<file path="src/rtl/nrisc_multicycle_control.sv">
// nrisc_multicycle_control
//   Multicycle control FSM for the 8-bit NRISC datapath. Every instruction is
//   sequenced through FETCH/DECODE/EXEC/MEM/WB. The FSM drives all datapath
//   enables and mux selects, waits on the memory handshake (with a timeout),
//   and reports halt/error status.
// Ports
//   clk        rising-edge clock
//   reset      asynchronous, active-low reset
//   run        start/continue; sampled in IDLE and at instruction boundaries
//   opcode     IR[7:4], latched during DECODE
//   zero       ULA zero flag (used by BEQ in EXEC)
//   mem_ready  memory access completes this cycle
//   pc_write, sel_pc, ir_write, mem_read, mem_write, reg_write, sel_wb,
//   sel_ula_b, ula_op   datapath controls
//   halted, error       status (both absorbing until reset)
//   state_out           current state encoding
module nrisc_multicycle_control #(
  parameter int ULAOP_W     = 3,
  parameter int MEM_TIMEOUT = 15
) (
  input  logic               clk,
  input  logic               reset,
  input  logic               run,
  input  logic [3:0]         opcode,
  input  logic               zero,
  input  logic               mem_ready,
  output logic               pc_write,
  output logic               sel_pc,
  output logic               ir_write,
  output logic               mem_read,
  output logic               mem_write,
  output logic               reg_write,
  output logic               sel_wb,
  output logic [1:0]         sel_ula_b,
  output logic [ULAOP_W-1:0] ula_op,
  output logic               halted,
  output logic               error,
  output logic [2:0]         state_out
);

  typedef enum logic [2:0] {
    S_IDLE   = 3'd0,
    S_FETCH  = 3'd1,
    S_DECODE = 3'd2,
    S_EXEC   = 3'd3,
    S_MEM    = 3'd4,
    S_WB     = 3'd5,
    S_HALT   = 3'd6,
    S_ERROR  = 3'd7
  } state_t;

  localparam logic [3:0] OP_RMAX = 4'd4;
  localparam logic [3:0] OP_ADDI = 4'd5;
  localparam logic [3:0] OP_LW   = 4'd6;
  localparam logic [3:0] OP_SW   = 4'd7;
  localparam logic [3:0] OP_BEQ  = 4'd8;
  localparam logic [3:0] OP_HALT = 4'd15;

  localparam logic [ULAOP_W-1:0] ULA_ADD = ULAOP_W'(0);
  localparam logic [ULAOP_W-1:0] ULA_SUB = ULAOP_W'(1);

  state_t     state;
  state_t     next_state;
  state_t     after_instr;
  logic [3:0] op_q;
  logic [7:0] wait_cnt;
  logic       mem_wait;
  logic       timeout;

  // A wait cycle is a FETCH/MEM cycle without mem_ready. The cycle that would
  // bring the wait count to MEM_TIMEOUT is the last one tolerated. mem_ready
  // is checked first in next-state logic, so it wins over a coinciding timeout.
  assign mem_wait    = ((state == S_FETCH) || (state == S_MEM)) && !mem_ready;
  assign timeout     = mem_wait && (({1'b0, wait_cnt} + 9'd1) >= 9'(MEM_TIMEOUT));
  // run is only looked at when an instruction finishes.
  assign after_instr = run ? S_FETCH : S_IDLE;
  assign state_out   = state;

  // State register
  always_ff @(posedge clk or negedge reset) begin
    if (!reset) state <= S_IDLE;
    else        state <= next_state;
  end

  // Latched opcode and saturating wait counter (cleared on any state change)
  always_ff @(posedge clk or negedge reset) begin
    if (!reset) begin
      op_q     <= '0;
      wait_cnt <= '0;
    end else begin
      if (state == S_DECODE) op_q <= opcode;
      if (next_state != state)                wait_cnt <= '0;
      else if (mem_wait && wait_cnt != 8'hFF) wait_cnt <= wait_cnt + 8'd1;
    end
  end

  // Next-state logic
  always_comb begin
    next_state = state;
    case (state)
      S_IDLE:   if (run) next_state = S_FETCH;
      S_FETCH: begin
        if (mem_ready)    next_state = S_DECODE;
        else if (timeout) next_state = S_ERROR;
      end
      S_DECODE: begin
        if (opcode <= OP_BEQ)       next_state = S_EXEC;
        else if (opcode == OP_HALT) next_state = S_HALT;
        else                        next_state = S_ERROR;
      end
      S_EXEC: begin
        if (op_q == OP_BEQ)                         next_state = after_instr;
        else if (op_q == OP_LW || op_q == OP_SW)    next_state = S_MEM;
        else                                        next_state = S_WB;
      end
      S_MEM: begin
        if (mem_ready)    next_state = (op_q == OP_LW) ? S_WB : after_instr;
        else if (timeout) next_state = S_ERROR;
      end
      S_WB:     next_state = after_instr;
      S_HALT:   next_state = S_HALT;
      S_ERROR:  next_state = S_ERROR;
    endcase
  end

  // Output decode (state + latched opcode; handshake qualifies FETCH loads)
  always_comb begin
    pc_write  = 1'b0;
    sel_pc    = 1'b0;
    ir_write  = 1'b0;
    mem_read  = 1'b0;
    mem_write = 1'b0;
    reg_write = 1'b0;
    sel_wb    = 1'b0;
    sel_ula_b = 2'd0;
    ula_op    = ULA_ADD;
    halted    = 1'b0;
    error     = 1'b0;
    case (state)
      S_FETCH: begin
        mem_read = 1'b1;
        ir_write = mem_ready;
        pc_write = mem_ready;
      end
      S_EXEC: begin
        if (op_q == OP_BEQ) begin
          ula_op   = ULA_SUB;
          pc_write = zero;
          sel_pc   = 1'b1;
        end else if (op_q > OP_RMAX) begin
          ula_op    = ULA_ADD;
          sel_ula_b = 2'd1;
        end else begin
          ula_op = ULAOP_W'(op_q[2:0]);
        end
      end
      S_MEM: begin
        mem_read  = (op_q == OP_LW);
        mem_write = (op_q == OP_SW);
      end
      S_WB: begin
        reg_write = 1'b1;
        sel_wb    = (op_q == OP_LW);
      end
      S_HALT:  halted = 1'b1;
      S_ERROR: error  = 1'b1;
      default: ;
    endcase
  end

  // OP_ADDI documents the immediate group's lower bound alongside OP_RMAX.
  logic unused_addi;
  assign unused_addi = ^OP_ADDI;

endmodule

</file>
<file path="config.mk">
export PLATFORM = sky130hd
export DESIGN_NAME = nrisc_multicycle_control
export DESIGN_NICKNAME = d
export VERILOG_FILES = /design/src/rtl/nrisc_multicycle_control.sv
export SDC_FILE = /design/constraint.sdc
export NUM_CORES = 1
export LEC_CHECK = 0
export CELL_PAD_IN_SITES_DETAIL_PLACEMENT = 0
export CELL_PAD_IN_SITES_GLOBAL_PLACEMENT = 2
export CORE_ASPECT_RATIO = 0.8
export CORE_MARGIN = 1.5
export CORE_UTILIZATION = 32
export CTS_BUF_LIST = sky130_fd_sc_hd__clkbuf_16
export CTS_CLUSTER_SIZE = 20
export DETAILED_ROUTE_END_ITERATION = 16
export GPL_ROUTABILITY_DRIVEN = 0
export PLACE_DENSITY_LB_ADDON = 0.1
export SYNTH_ARGS = -nofsm -noshare
export SYNTH_HDL_FRONTEND = slang
export SYNTH_SLANG_ARGS = --single-unit
</file>
<file path="constraint.sdc">
create_clock -name clk -period 4.5 [get_ports clk]
set_input_delay 1.125 -clock clk [delete_from_list [all_inputs] [get_ports clk]]
set_output_delay 1.125 -clock clk [all_outputs]
set_load 0.01 [all_outputs]
</file>
==> summary.txt, run 1 <==
Critical path
  • Critical path's most frequent cell: clkdlybuf4s50_1
  • CP Cell Sequence: clkdlybuf4s50_1 > nand2_1 > nor3_1 > a31o_2 > clkdlybuf4s50_1
  • Top cell family by delay on the critical path: buffers and inverters
  • CP required: 3.38 ns
  • Worst-path fanout max: 2
  • Critical Path End Type: primary output
  • Bufs and invs on worst path: 2
  • Crit path arrival time: 2.65 ns
  • Largest stage delay, worst path: 0.52 ns
  • Startpoint Class: input pin
  • Setup Crit Path Kind: input pin to primary output
  • CP max stage cell: clkdlybuf4s50_1

Floorplanning
  • Die Width: 71.4 um
  • Die H: 57.7 um
  • Core Region: 0.00349 mm^2
  • Initial Utilization: 34.2%
  • Die footprint: 0.00412 mm^2
  • Site Rows: 19
  • # IOs: 26

Logic synthesis
  • Post-synth EDFFs: 0
  • Synthesized cell area: 0.00120 mm^2
  • Synth Area per Inst: 8.93 um^2
  • Yosys warnings: 0
  • Synth area leader: dfrtp_1
  • Yosys cell types: 50
  • Net Count, Synth: 145
  • Top-area cell type share of the netlist area: 31.4%
  • Ys flop type: dfrtp_1
  • Yosys reg bits: 15
  • Syn Inst Count: 134
  • FFs w/ async S/R, synth: 100%
  • Post-synthesis sequential area ratio: 31.4%
  • Synth top area cells: dfrtp_1, nor3_1, a2111oi_4

Clock tree
  • Setup Buffers After CTS: 0
  • Clk root buf: clkbuf_16
  • CTS tree: done
  • H-tree depth: 1
  • CTS sink cnt: 15
  • Quantity of gates resized following cts: 0
  • Cts bufs inserted: 3
  • CTS clk-pin slew, worst paths: 0.05 ns
  • Clock Path Buffers: 2
  • CTS hold repair buffers: 0
  • Clk_lat worst skew: 0.24 ns

Detailed routing
  • WL/cell: 15.0 um
  • Post-route ant nets: 0
  • Vias/cell: 5.49
  • DRT Wirelength: 2920 um
  • Vias: 1066
  • Pre-antenna DRT Iters: 4
  • DR iter-0 viols: 74
  • DRC viols: 0

STA
  • Fmax: 265 MHz
  • Final setup TNS: 0 ns
  • Final Critical Period: 3.77 ns
  • Final Max Slew Viols: 0
  • Clock skew: 0.00272 ns
  • # setup viols final: 0
  • RSZ-0062 raised after global routing: no
  • Crit share post-route: 83.8%
  • Final hold vios: 0
  • Max_slew headroom: 54.0%
  • Slew @ Worst Pin: 0.688 ns

Power and ir drop
  • Switching Fraction: 41.9%
  • Pwr Total: 901 uW
  • Clk pwr share: 19.1%
  • Comb pwr share: 50.4%
  • Reg power frac: 30.5%
  • Cell Int Power: 524 uW
  • Power Density: 595 mW/mm^2
  • Max VDD drop: 290 uV
  • Leakage: 0.571 nW
  • Net Sw Power: 378 uW

Global route
  • Initial antenna violation count: 0
  • GRT Util Overall: 16.2%
  • Total grt overflow: 0
  • Largest net degree at the start of global routing: 19
  • Vias in the first global route: 1022
  • Global-route wire length before repair: 5240 um

Finish
  • Final core area utilization: 43.4%
  • Share of post-route cells with drive strength above 1: 11.2%
  • Area of the multi-input gates: 748 um^2
  • # nets final: 164
  • Layout area overhead: 26.7%
  • Antenna cells: 0
  • Filler Cell Count: 337
  • Register Area: 375 um^2

Run
  • Max cap viols: 0

Placement
  • IO buf count: 24
  • HPWL Detailed: 2180 um

Run status
  • Status: finished, final reports clean

Worst hold path
  • Worst hold path type: flip-flop to flip-flop
## cells in the final DEF, fill, tap and decap left out, types with 3 or more instances in the layout
master           instances
a21oi_1                  5
and3_1                   4
clkbuf_16                3
clkdlybuf4s50_1         24
dfrtp_1                 15
inv_1                    3
mux2_2                   4
nand2_1                  9
nor2_1                  10
nor2b_1                  3
nor3_1                  14
nor3b_1                  3
o21ai_0                  3
o22ai_1                  3
xnor2_1                  4
xor2_1                   4
## routing by layer
| metal | GRT usage, % | up-vias | wire (um) |
|---|---|---|---|
| met1 | 26.3 | 502 | 1600 |
| met5 | 0 | - | 0 |
| met3 | 4.52 | 4 | 134 |
| li1 | - | 535 | - |
| met2 | 21.0 | 25 | 1160 |
| met4 | 3.23 | 0 | 21 |
## cell type report
type | count | share of cell area, %
Clock buffer | 3 | 4.95
Clock inverter | 1 | 0.330
Inverter | 3 | 0.743
Multi-Input combinational cell | 105 | 49.4
Sequential cell | 15 | 24.8
Tap cell | 42 | 3.47
Timing Repair Buffer | 25 | 16.4
## worst register-to-register path, stage by stage (launching register included)
cell and delay (ns):
dfrtp_1 0.63, nor2b_1 0.34, nand2_1 0.23, o311ai_1 0.53, mux2_4 0.41, nor3_1 0.22
## state kept, by name, indices dropped and copies added (netlist names)
signal	cells
op_q	4
state_out	3
wait_cnt	8
## worst paths after layout
path                                         start                 endpoint  slack [ns]  depth (start not counted)
max reg2reg                 state_out[0]$_DFF_PN0_  wait_cnt[7]$_DFFE_PN0P_        2.05                          5
max in group asynchronous                    reset   state_out[0]$_DFF_PN0_        2.76                          1
min in group asynchronous                    reset  wait_cnt[5]$_DFFE_PN0P_        1.30                          1
max                                      mem_ready                 pc_write        0.73                          5
min                        wait_cnt[6]$_DFFE_PN0P_  wait_cnt[6]$_DFFE_PN0P_        0.62                          1
min reg2reg                wait_cnt[6]$_DFFE_PN0P_  wait_cnt[6]$_DFFE_PN0P_        0.62                          1
## power by group through the flow
stage / registers [mW] / clock network (mW) / logic, mW
finish: 0.275 / 0.172 / 0.454
global route: 0.292 / 0.184 / 0.502
CTS: 0.276 / 0.176 / 0.460
detailed placement: 0.279 / 0 / 0.457
global placement: 0.277 / 0 / 0.458
floorplan: 0.216 / 0 / 0.386
## metrics by stage
stage          hold slack, ns  cell area [um^2]  std cells  worst slack (ns)
2_1_floorplan           0.556              1200        134              1.34
3_3_place_gp            0.610              1440        190             0.770
3_5_place_dp            0.611              1440        190             0.739
4_1_cts                 0.623              1520        194             0.732
5_1_grt                 0.656              1520        194             0.645
6_report                0.623              1520        194             0.729
## synthesized netlist by cell type (all sizes together), types with 2 or more instances
| library cell | instances |
|---|---|
| dfrtp | 15 |
| nor3 | 14 |
| nor2 | 11 |
| nand2 | 9 |
| clkbuf | 6 |
| a21oi | 5 |
| buf | 5 |
| mux2 | 5 |
| and3 | 4 |
| nor3b | 4 |
| xnor2 | 4 |
| xor2 | 4 |
| inv | 3 |
| nor2b | 3 |
| o21ai | 3 |
| o22ai | 3 |
| a2111oi | 2 |
| a211oi | 2 |
| ha | 2 |
| nand3 | 2 |
| nand4 | 2 |
| nor4b | 2 |
| o211ai | 2 |
| o311ai | 2 |
## logic make-up (layout without fill, tap and decap cells)
logic type	Yosys count	after routing	synth area share, %
other	1	1	0.314
AO/OA/AOI/OAI	29	29	20.7
buffers and inverters	14	32	6.07
multiplexers	6	6	5.86
flip-flops	15	15	31.4
adder cells (fa/ha/maj)	2	2	2.09
XOR/XNOR	8	8	5.86
AND/OR/NAND/NOR	59	59	27.7
Power figures use the tool's default switching activity.
==> run 2, diff against run 1 <==
--- a/config.mk
+++ b/config.mk
@@ -9,7 +9,7 @@
 export CELL_PAD_IN_SITES_GLOBAL_PLACEMENT = 2
 export CORE_ASPECT_RATIO = 0.8
 export CORE_MARGIN = 1.5
-export CORE_UTILIZATION = 32
+export CORE_UTILIZATION = 27
 export CTS_BUF_LIST = sky130_fd_sc_hd__clkbuf_16
 export CTS_CLUSTER_SIZE = 20
 export DETAILED_ROUTE_END_ITERATION = 16
==> constraint.sdc (replaced) <==
create_clock -name clk -period 3.3 [get_ports clk]
set_input_delay 0.825 -clock clk [delete_from_list [all_inputs] [get_ports clk]]
set_output_delay 0.825 -clock clk [all_outputs]
set_load 0.01 [all_outputs]
==> summary.txt, run 2 (synthesis gave the netlist of run 1 again) <==
Finish
  • Antenna cells: 0 (unchanged)
  • Largest register FFs: 8 (unchanged)
  • Commonest non-fill, non-tap cell in the layout: clkdlybuf4s50_1
  • Most flop-heavy register: wait_cnt
  • Share of post-route cells with drive strength above 1: 12.3% (+1.1 points)
  • Layout area overhead: 30.0%
  • # nets final: 167 (+1.8%)
  • Commonest non-fill, non-tap cells in the layout: clkdlybuf4s50_1, dfrtp_1, nor3_1
  • Final core area utilization: 36.8% (-6.6 points)
  • Non-Filler Instances: 212 (+9.3%)
  • Final instance area: 0.00156 mm^2 (+2.6%)

Critical path
  • CP max stage cell: clkdlybuf4s50_1
  • CP Cell Sequence: clkdlybuf4s50_1 > nand2_1 > nor3_1 > a31o_2 > clkdlybuf4s50_1
  • Top cell family by delay on the critical path: buffers and inverters
  • Critical path's most frequent cell: clkdlybuf4s50_1
  • Worst-path fanout max: 2 (unchanged)
  • Worst path depth: 5 (unchanged)
  • Crit path arrival time: 2.27 ns (-0.38 ns)
  • Reg-to-reg endpoint: wait_cnt[1]$_DFFE_PN0P_
  • Crit path to: pc_write
  • Setup Crit Path Kind: input pin to primary output
  • RR Startpoint: state_out[1]$_DFF_PN0_
  • Critical Path End Type: primary output
  • Bufs and invs on worst path: 2 (unchanged)
  • CP Launch Point: mem_ready
  • CP required: 2.47 ns (-0.91 ns)
  • Largest stage delay, worst path: 0.52 ns (about the same)
  • Startpoint Class: input pin
  • R2r setup slk: 0.89 ns (-1.16 ns)
  • R2r worst-path depth: 6 (+1)

STA
  • # setup viols final: 0 (unchanged)
  • Fmax: 323 MHz
  • Clock skew: 0.00323 ns (+0.000515 ns)
  • Crit share post-route: 93.8%
  • Final Max Slew Viols: 0 (unchanged)
  • Final hold vios: 0 (unchanged)
  • Worst hold slack: 0.619 ns (-0.00432 ns)
  • RSZ-0062 raised after global routing: no
  • Final setup TNS: 0 ns (unchanged)
  • Post-route setup slack: 0.204 ns (-0.526 ns)
  • Slew @ Worst Pin: 0.730 ns (+0.0420 ns)
  • Final Critical Period: 3.10 ns
  • Max_slew headroom: 51.2% (-2.8 points)

Power and ir drop
  • Power Density: 813 mW/mm^2 (+37%)
  • Cell Int Power: 737 uW (+41%)
  • Switching Fraction: 41.7% (-0.18 points)
  • Comb pwr share: 56.5% (+6.1 points)
  • Reg power frac: 25.2% (-5.3 points)
  • Leakage: 0.587 nW (+2.8%)
  • Clk pwr share: 18.3% (-0.8 points)
  • Net Sw Power: 528 uW (+40%)
  • Pwr Total: 1.27 mW (+40%)
  • Max VDD drop: 291 uV (+0.49%)

Detailed routing
  • DRC viols: 0 (unchanged)
  • WL/cell: 14.5 um (-3.6%)
  • Pre-antenna DRT Iters: 4 (unchanged)
  • Vias/cell: 5.15 (-6.3%)
  • DRT Wirelength: 3070 um (+5.3%)
  • DR iter-0 viols: 102 (+38%)
  • Post-route ant nets: 0 (unchanged)
  • Vias: 1091 (+2.3%)

Global route
  • GRT Util Overall: 13.0% (-3.2 points)
  • Global-route wire length before repair: 5100 um (-2.8%)
  • Initial antenna violation count: 0 (unchanged)
  • Largest net degree at the start of global routing: 18 (-1)
  • Vias in the first global route: 1016 (-0.59%)
  • Total grt overflow: 0 (unchanged)

Floorplanning
  • Die Width: 77.4 um (+8.5%)
  • Initial Utilization: 28.3% (-6.0 points)
  • Core Region: 0.00423 mm^2 (+21%)
  • Site Rows: 21 (+2)
  • Die footprint: 0.00484 mm^2 (+18%)
  • Die H: 62.5 um (+8.4%)
  • # IOs: 26 (unchanged)

Clock tree
  • Cts bufs inserted: 3 (unchanged)
  • H-tree depth: 1 (unchanged)
  • CTS clk-pin slew, worst paths: 0.05 ns (about the same)
  • CTS hold repair buffers: 0 (unchanged)
  • Clock Path Buffers: 2 (unchanged)
  • Clk root buf: clkbuf_16
  • Quantity of gates resized following cts: 0 (unchanged)
  • CTS sink cnt: 15 (unchanged)
  • Setup Buffers After CTS: 0 (unchanged)
  • Clk_lat worst skew: 0.24 ns (about the same)
  • CTS tree: done

Placement
  • Placed Cells: 208 (+9.5%)
  • Post-DP Area: 0.00148 mm^2 (+2.9%)
  • HPWL Detailed: 2290 um (+4.9%)
  • IO buf count: 24 (unchanged)
  • DP Worst Slack: 0.171 ns (-0.569 ns)

Run status
  • Status: finished, final reports clean

Run
  • Max cap viols: 0 (unchanged)

Worst hold path
  • Worst hold path type: flip-flop to flip-flop
[run 2: how the worst min path moves through the flow]
stage	from	endpoint	slack (ns)	depth (start not counted)
2_1_floorplan	reset	op_q[0]$_DFFE_PN0P_	0.53	0
3_3_place_gp	state_out[2]$_DFF_PN0_	state_out[1]$_DFF_PN0_	0.61	2
3_5_place_dp	wait_cnt[6]$_DFFE_PN0P_	wait_cnt[6]$_DFFE_PN0P_	0.60	1
4_1_cts	wait_cnt[6]$_DFFE_PN0P_	wait_cnt[6]$_DFFE_PN0P_	0.61	1
5_1_grt	wait_cnt[6]$_DFFE_PN0P_	wait_cnt[6]$_DFFE_PN0P_	0.66	1
6_report	wait_cnt[6]$_DFFE_PN0P_	wait_cnt[6]$_DFFE_PN0P_	0.62	1
[run 2: per-layer routing]
metal | track usage, % | up-vias | routed length [um]
met5 | 0 | - | 0
met4 | 1.14 | 0 | 10
met3 | 3.36 | 2 | 121
met2 | 19.2 | 17 | 1300
met1 | 19.5 | 532 | 1640
li1 | - | 540 | -
[run 2: area by class of cell]
class                           count  area [um^2]
Clock buffer                        3         75.1
Sequential cell                    15          375
Inverter                            3         11.3
Clock inverter                      1         3.75
Tap cell                           57         71.3
Multi-Input combinational cell    105          748
Timing Repair Buffer               28          270
Fill cell                         433         2680
[run 2: worst reg2reg max path: stages, from the launching register on]
cell	delay, ns
dfrtp_1	0.50
buf_4	0.23
nor3b_1	0.59
a221oi_1	0.21
o311ai_1	0.19
mux2_4	0.41
a2111oi_4	0.19
[run 2: power by group through the flow]
stage	clock [mW]	combinational, mW	sequential (mW)
after floorplan	0	0.527	0.294
after global placement	0	0.719	0.321
after detailed placement	0	0.715	0.324
after CTS	0.235	0.720	0.321
after global routing	0.245	0.778	0.336
final	0.232	0.714	0.319
==> variant 1 (config.mk and constraints of run 2) <==
Put a register stage on the output `error`, cleared by the reset. The value now appears one clock later. The other outputs are not delayed to match.
--- a/src/rtl/nrisc_multicycle_control.sv
+++ b/src/rtl/nrisc_multicycle_control.sv
@@ -59,4 +59,6 @@
   localparam logic [ULAOP_W-1:0] ULA_ADD = ULAOP_W'(0);
   localparam logic [ULAOP_W-1:0] ULA_SUB = ULAOP_W'(1);
+
+  logic error_d;
 
   state_t     state;
@@ -136,5 +138,5 @@
     ula_op    = ULA_ADD;
     halted    = 1'b0;
-    error     = 1'b0;
+    error_d   = 1'b0;
     case (state)
       S_FETCH: begin
@@ -164,5 +166,5 @@
       end
       S_HALT:  halted = 1'b1;
-      S_ERROR: error  = 1'b1;
+      S_ERROR: error_d = 1'b1;
       default: ;
     endcase
@@ -173,4 +175,12 @@
   assign unused_addi = ^OP_ADDI;
 
+  always_ff @(posedge clk or negedge reset) begin
+    if (!reset) begin
+      error <= '0;
+    end else begin
+      error <= error_d;
+    end
+  end
+
 endmodule
 
Function: changed (a bounded check fails within 4 cycles, from zero or initial values and one cycle with reset low).
==> variant 1 against run 2 <==
Die area rose by 8.3%. Utilization fell by 0.37 points. Total power fell by 6.3%. Final area rose by 7.6%. Worst setup slack got worse by 93 ps. Wire length fell by 1.2%. Count of clock-buffer cells in the layout did not move. Sequential cell count rose by 1. Synthesized area rose by 8.7%.
==> variant 1: results <==
set metrics [dict create \
    cp_slowest_cell "clkdlybuf4s50_1" \
    power.leakage_uw 0.000629 \
    cpPeakStageDelay_ps 530 \
    syn-num-nets 149 \
    swShare_pct 40.3 \
    clk_pin_slew_ps 50 \
    wirelength_mm 3.03 \
    post_drt_via_cell_ratio 4.96 \
    dp_hpwl_mm 2.38 \
    nets 174 \
    grt_use_met1_pct 18.8 \
    yosysSeqAreaShare_pct 30.8 \
    grt_use_met3_pct 3.66 \
    first_global_vias 1003 \
    cts_htree_levels 1 \
    nFillCells 472 \
    drive_gt1_share_pct 15.4 \
    fin_worst_skew_ps 4.00 \
    hp-class "flip-flop to flip-flop" \
    cts-root-buf "clkbuf_16" \
    r2r_setup_slack_ps 1260 \
    max_slew_margin_pct 51.8 \
    hold_path_end "wait_cnt[7]" \
    yosys_warnings 0 \
    whs_ps 655 \
    r2r_end "state_out[1]" \
    synthTopCellsByArea "dfrtp_1 31%, nor3_2 6.2%, xnor2_1 4.0%, mux2i_1 3.1%, buf_4 2.9%" \
    cp_max_fo 3 \
    ir_drop_v 0.000351 \
    grt_use_total_pct 12.4 \
    outcome "finished clean" \
    use_met2_pct 17.9 \
    min_from "wait_cnt[7]" \
    synthTopCellsByCount "16 x dfrtp_1, 9 x nand2_1, 9 x nor2_1" \
    whs_path_depth 2 \
    grt_first_pass_wirelength_mm 5.07 \
    dr.first_iter.drc_count 46 \
    grt_start_max_net_pins 18 \
    reg2reg_from "wait_cnt[0]" \
    antenna_cells 0 \
]
-- variant 1: cell types whose count changed in the layout (fill, tap and decap cells not counted), moves of 3 or more --
| cell | before | now |
|---|---|---|
| a211o_1 | 0 | 3 |
| a31o_1 | 0 | 4 |
| mux2i_1 | 1 | 4 |
| nand2b_1 | 1 | 4 |
| nor2b_1 | 3 | 0 |
| nor3_1 | 14 | 6 |
| nor3_2 | 0 | 8 |
| xor2_1 | 4 | 1 |
-- variant 1: layer usage --
| layer | vias up | wire (um) |
|---|---|---|
| met5 | - | 0 |
| met4 | 0 | 0 |
| met2 | 14 | 1280 |
| li1 | 560 | - |
| met1 | 527 | 1660 |
| met3 | 0 | 102 |
-- variant 1: power by group through the flow --
stage	Sequential [uW]	Clock [uW]	Combinational [uW]
after floorplan	310	0	450
after global placement	326	0	645
after detailed placement	326	0	646
after CTS	323	239	648
after global routing	335	250	703
final	322	231	633
-- variant 1: worst reg2reg max path: cells and delay by family (launching register included) --
family | cells | cell delay, ps
fa+ha+maj | 1 | 270
simple gates | 1 | 210
flops | 1 | 430
compound gates | 4 | 1010
-- variant 1: stage by stage --
| step | setup slack (ps) | power (uW) | utilization [%] | cell area [sq um] | std cells |
|---|---|---|---|---|---|
| floorplan | 1020 | 760 | - | 1300 | 138 |
| global placement | 166 | 971 | 34.7 | 1590 | 218 |
| detailed placement | 118 | 972 | 34.7 | 1590 | 218 |
| CTS | 109 | 1210 | 36.4 | 1670 | 222 |
| global route | 21.2 | 1290 | 36.4 | 1670 | 222 |
| finish | 110 | 1190 | 36.4 | 1670 | 222 |
-- variant 1: worst max path at each step --
stage	startpoint	to	slack (ps)	depth (start not counted)
2_1_floorplan	mem_ready	pc_write	1020	2
3_3_place_gp	mem_ready	pc_write	170	4
3_5_place_dp	mem_ready	pc_write	120	4
4_1_cts	mem_ready	pc_write	110	4
5_1_grt	mem_ready	pc_write	20	4
6_report	mem_ready	pc_write	110	4
-- variant 1: cells by family after synthesis --
kind of cell	Yosys count	synth area share (%)
AO/OA/AOI/OAI	27	17.8
XOR/XNOR	7	4.72
adder cells (fa/ha/maj)	2	1.92
buffers and inverters	12	5.10
flip-flops	16	30.8
multiplexers	7	5.68
other	1	0.288
AND/OR/NAND/NOR	66	33.7
-- variant 1: layout make-up --
type,count,share of cell area (%)
inverters,4,0.898
repair buffers,28,16.2
flip-flops and latches,16,23.9
clock inverters,1,0.224
multi-input cells,110,49.8
clock buffers,3,4.49
well taps,60,4.49
==> variant 2 (config.mk and constraints of run 2) <==
Without the edit above. Change the parameter `MEM_TIMEOUT` from 15 to 7.
--- a/src/rtl/nrisc_multicycle_control.sv
+++ b/src/rtl/nrisc_multicycle_control.sv
@@ -17,5 +17,5 @@
 module nrisc_multicycle_control #(
   parameter int ULAOP_W     = 3,
-  parameter int MEM_TIMEOUT = 15
+  parameter int MEM_TIMEOUT = 7
 ) (
   input  logic               clk,
Behaviour: not the same (a bounded check fails within 10 cycles, from zero or initial values and one cycle with reset low).
==> variant 2 against run 2 <==
Final area up 7.0%. Total power up 21%. Worst setup slack better by 120 ps. Wire length up 8.3%. Sequential cell count unchanged. Die area up 5.2%. Synthesized area up 5.4%. Synthesized cell count up 9.7%. Critical endpoint unchanged. Largest cell class unchanged.
==> variant 2: results <==
set metrics [dict create \
    cp_max_fo 2 \
    cts-root-buf "clkbuf_16" \
    swShare_pct 45.2 \
    cpPeakStageDelay_ps 470 \
    synthTopCellsByCount "16 x nor2_1, 15 x dfrtp_1, 10 x nand2_1" \
    outcome "finished clean" \
    cp_top_family "buffers and inverters" \
    grt_start_max_net_pins 16 \
    dp_hpwl_mm 2.57 \
    grt_first_pass_wirelength_mm 5.69 \
    fin_worst_skew_ps 5.23 \
    cts_max_path_buffers 2 \
    synthTopCellsByArea "dfrtp_1 30%, xnor2_1 5.6%, nor2_1 4.8%, a2111oi_4 4.4%, nor3_1 3.2%" \
    nets 186 \
    syn-num-nets 158 \
    io_buffers 24 \
    dr.first_iter.drc_count 128 \
    clk_pin_slew_ps 50 \
    synth_cell_types 48 \
    hp-class "flip-flop to flip-flop" \
    cts_buffers 3 \
    max_slew_margin_pct 52.7 \
    cts_htree_levels 1 \
    placed_cell_area_sq_um 1590 \
    async_flop_share_pct 100 \
    cp_slowest_cell "clkdlybuf4s50_1" \
    yosys_warnings 0 \
    vias 1215 \
    yosysSeqAreaShare_pct 29.8 \
    nFillCells 470 \
    first_global_vias 1094 \
    ir_drop_v 0.000341 \
    drive_gt1_share_pct 12.1 \
    post_cts_buffers 0 \
    antenna_cells 0 \
    post_cts_resized 0 \
    regMostFlops "wait_cnt" \
    wirelength_mm 3.33 \
    antenna_found_initial 0 \
    grt_use_total_pct 14.0 \
    largest_reg_flops 8 \
    worstSkewPairLatency_ps 240 \
    cp.arrival_ps 2150 \
    power.leakage_uw 0.000637 \
    first_pass_iters 4 \
]
[variant 2: cell types whose count changed in the layout (fill, tap and decap cells not counted), sizes merged, moves of 4 or more]
cell / delta
nor3: -6
o21ai: +6
xnor2: +4
nor2: +5
[variant 2: final cells by class]
| cell class | instances | area, sq um | area share [%] |
|---|---|---|---|
| Clock inverter | 1 | 3.75 | 0.226 |
| Tap cell | 60 | 75.1 | 4.51 |
| Multi-Input combinational cell | 120 | 831 | 49.9 |
| Clock buffer | 3 | 75.1 | 4.51 |
| Sequential cell | 15 | 375 | 22.6 |
| Timing Repair Buffer | 30 | 285 | 17.1 |
| Inverter | 5 | 18.8 | 1.13 |
[variant 2: layer usage]
layer	track usage [%]	vias up	share of wire, %
li1	-	598	-
met1	21.8	578	52
met2	19.8	39	42
met3	3.29	0	5.3
met4	1.32	0	0
met5	0	-	0
[variant 2: worst register-to-register path: stages (launching register included)]
cell and delay (ps):
dfrtp_1 460, or4b_4 600, o2111ai_2 210, and2_4 190, o311ai_1 100, o21a_4 270
a2111oi_4 260
[variant 2: per-stage QoR]
stage / total power (uW) / instances / worst slack (ps) / hold WS, ps
global placement: 1290 / 230 / 339 / 652
global route: 1650 / 234 / 261 / 686
floorplan: 986 / 147 / 993 / 529
detailed placement: 1290 / 230 / 330 / 647
finish: 1520 / 234 / 327 / 648
CTS: 1540 / 234 / 322 / 656
[variant 2: path summary, 6_finish.rpt]
kind	startpoint	to	slack, ps	depth (start not counted)
max	mem_ready	pc_write	330	4
max reg2reg	op_q[2]	wait_cnt[1]	1110	6
min reg2reg	wait_cnt[0]	wait_cnt[0]	650	2
min	wait_cnt[0]	wait_cnt[0]	650	2
max in group asynchronous	reset	wait_cnt[0]	1840	1
min in group asynchronous	reset	state_out[2]	1000	1
[variant 2: cells by family (layout without fill, tap and decap cells)]
| logic type | count (synthesis) | after routing | share of synthesized area, % |
|---|---|---|---|
| compound gates | 38 | 38 | 24.7 |
| xor+xnor | 11 | 11 | 7.64 |
| fa+ha+maj | 2 | 2 | 1.98 |
| buf+inv | 12 | 39 | 4.36 |
| flops | 15 | 15 | 29.8 |
| mux | 5 | 5 | 4.27 |
| other cells | 1 | 1 | 0.297 |
| simple gates | 63 | 63 | 27.0 |
[variant 2: power groups by stage]
stage	logic (uW)	registers, uW	clock network, uW
after global placement	930	355	0
after global routing	1030	374	253
after detailed placement	934	361	0
after floorplan	661	325	0
after CTS	942	357	241
final	936	355	234
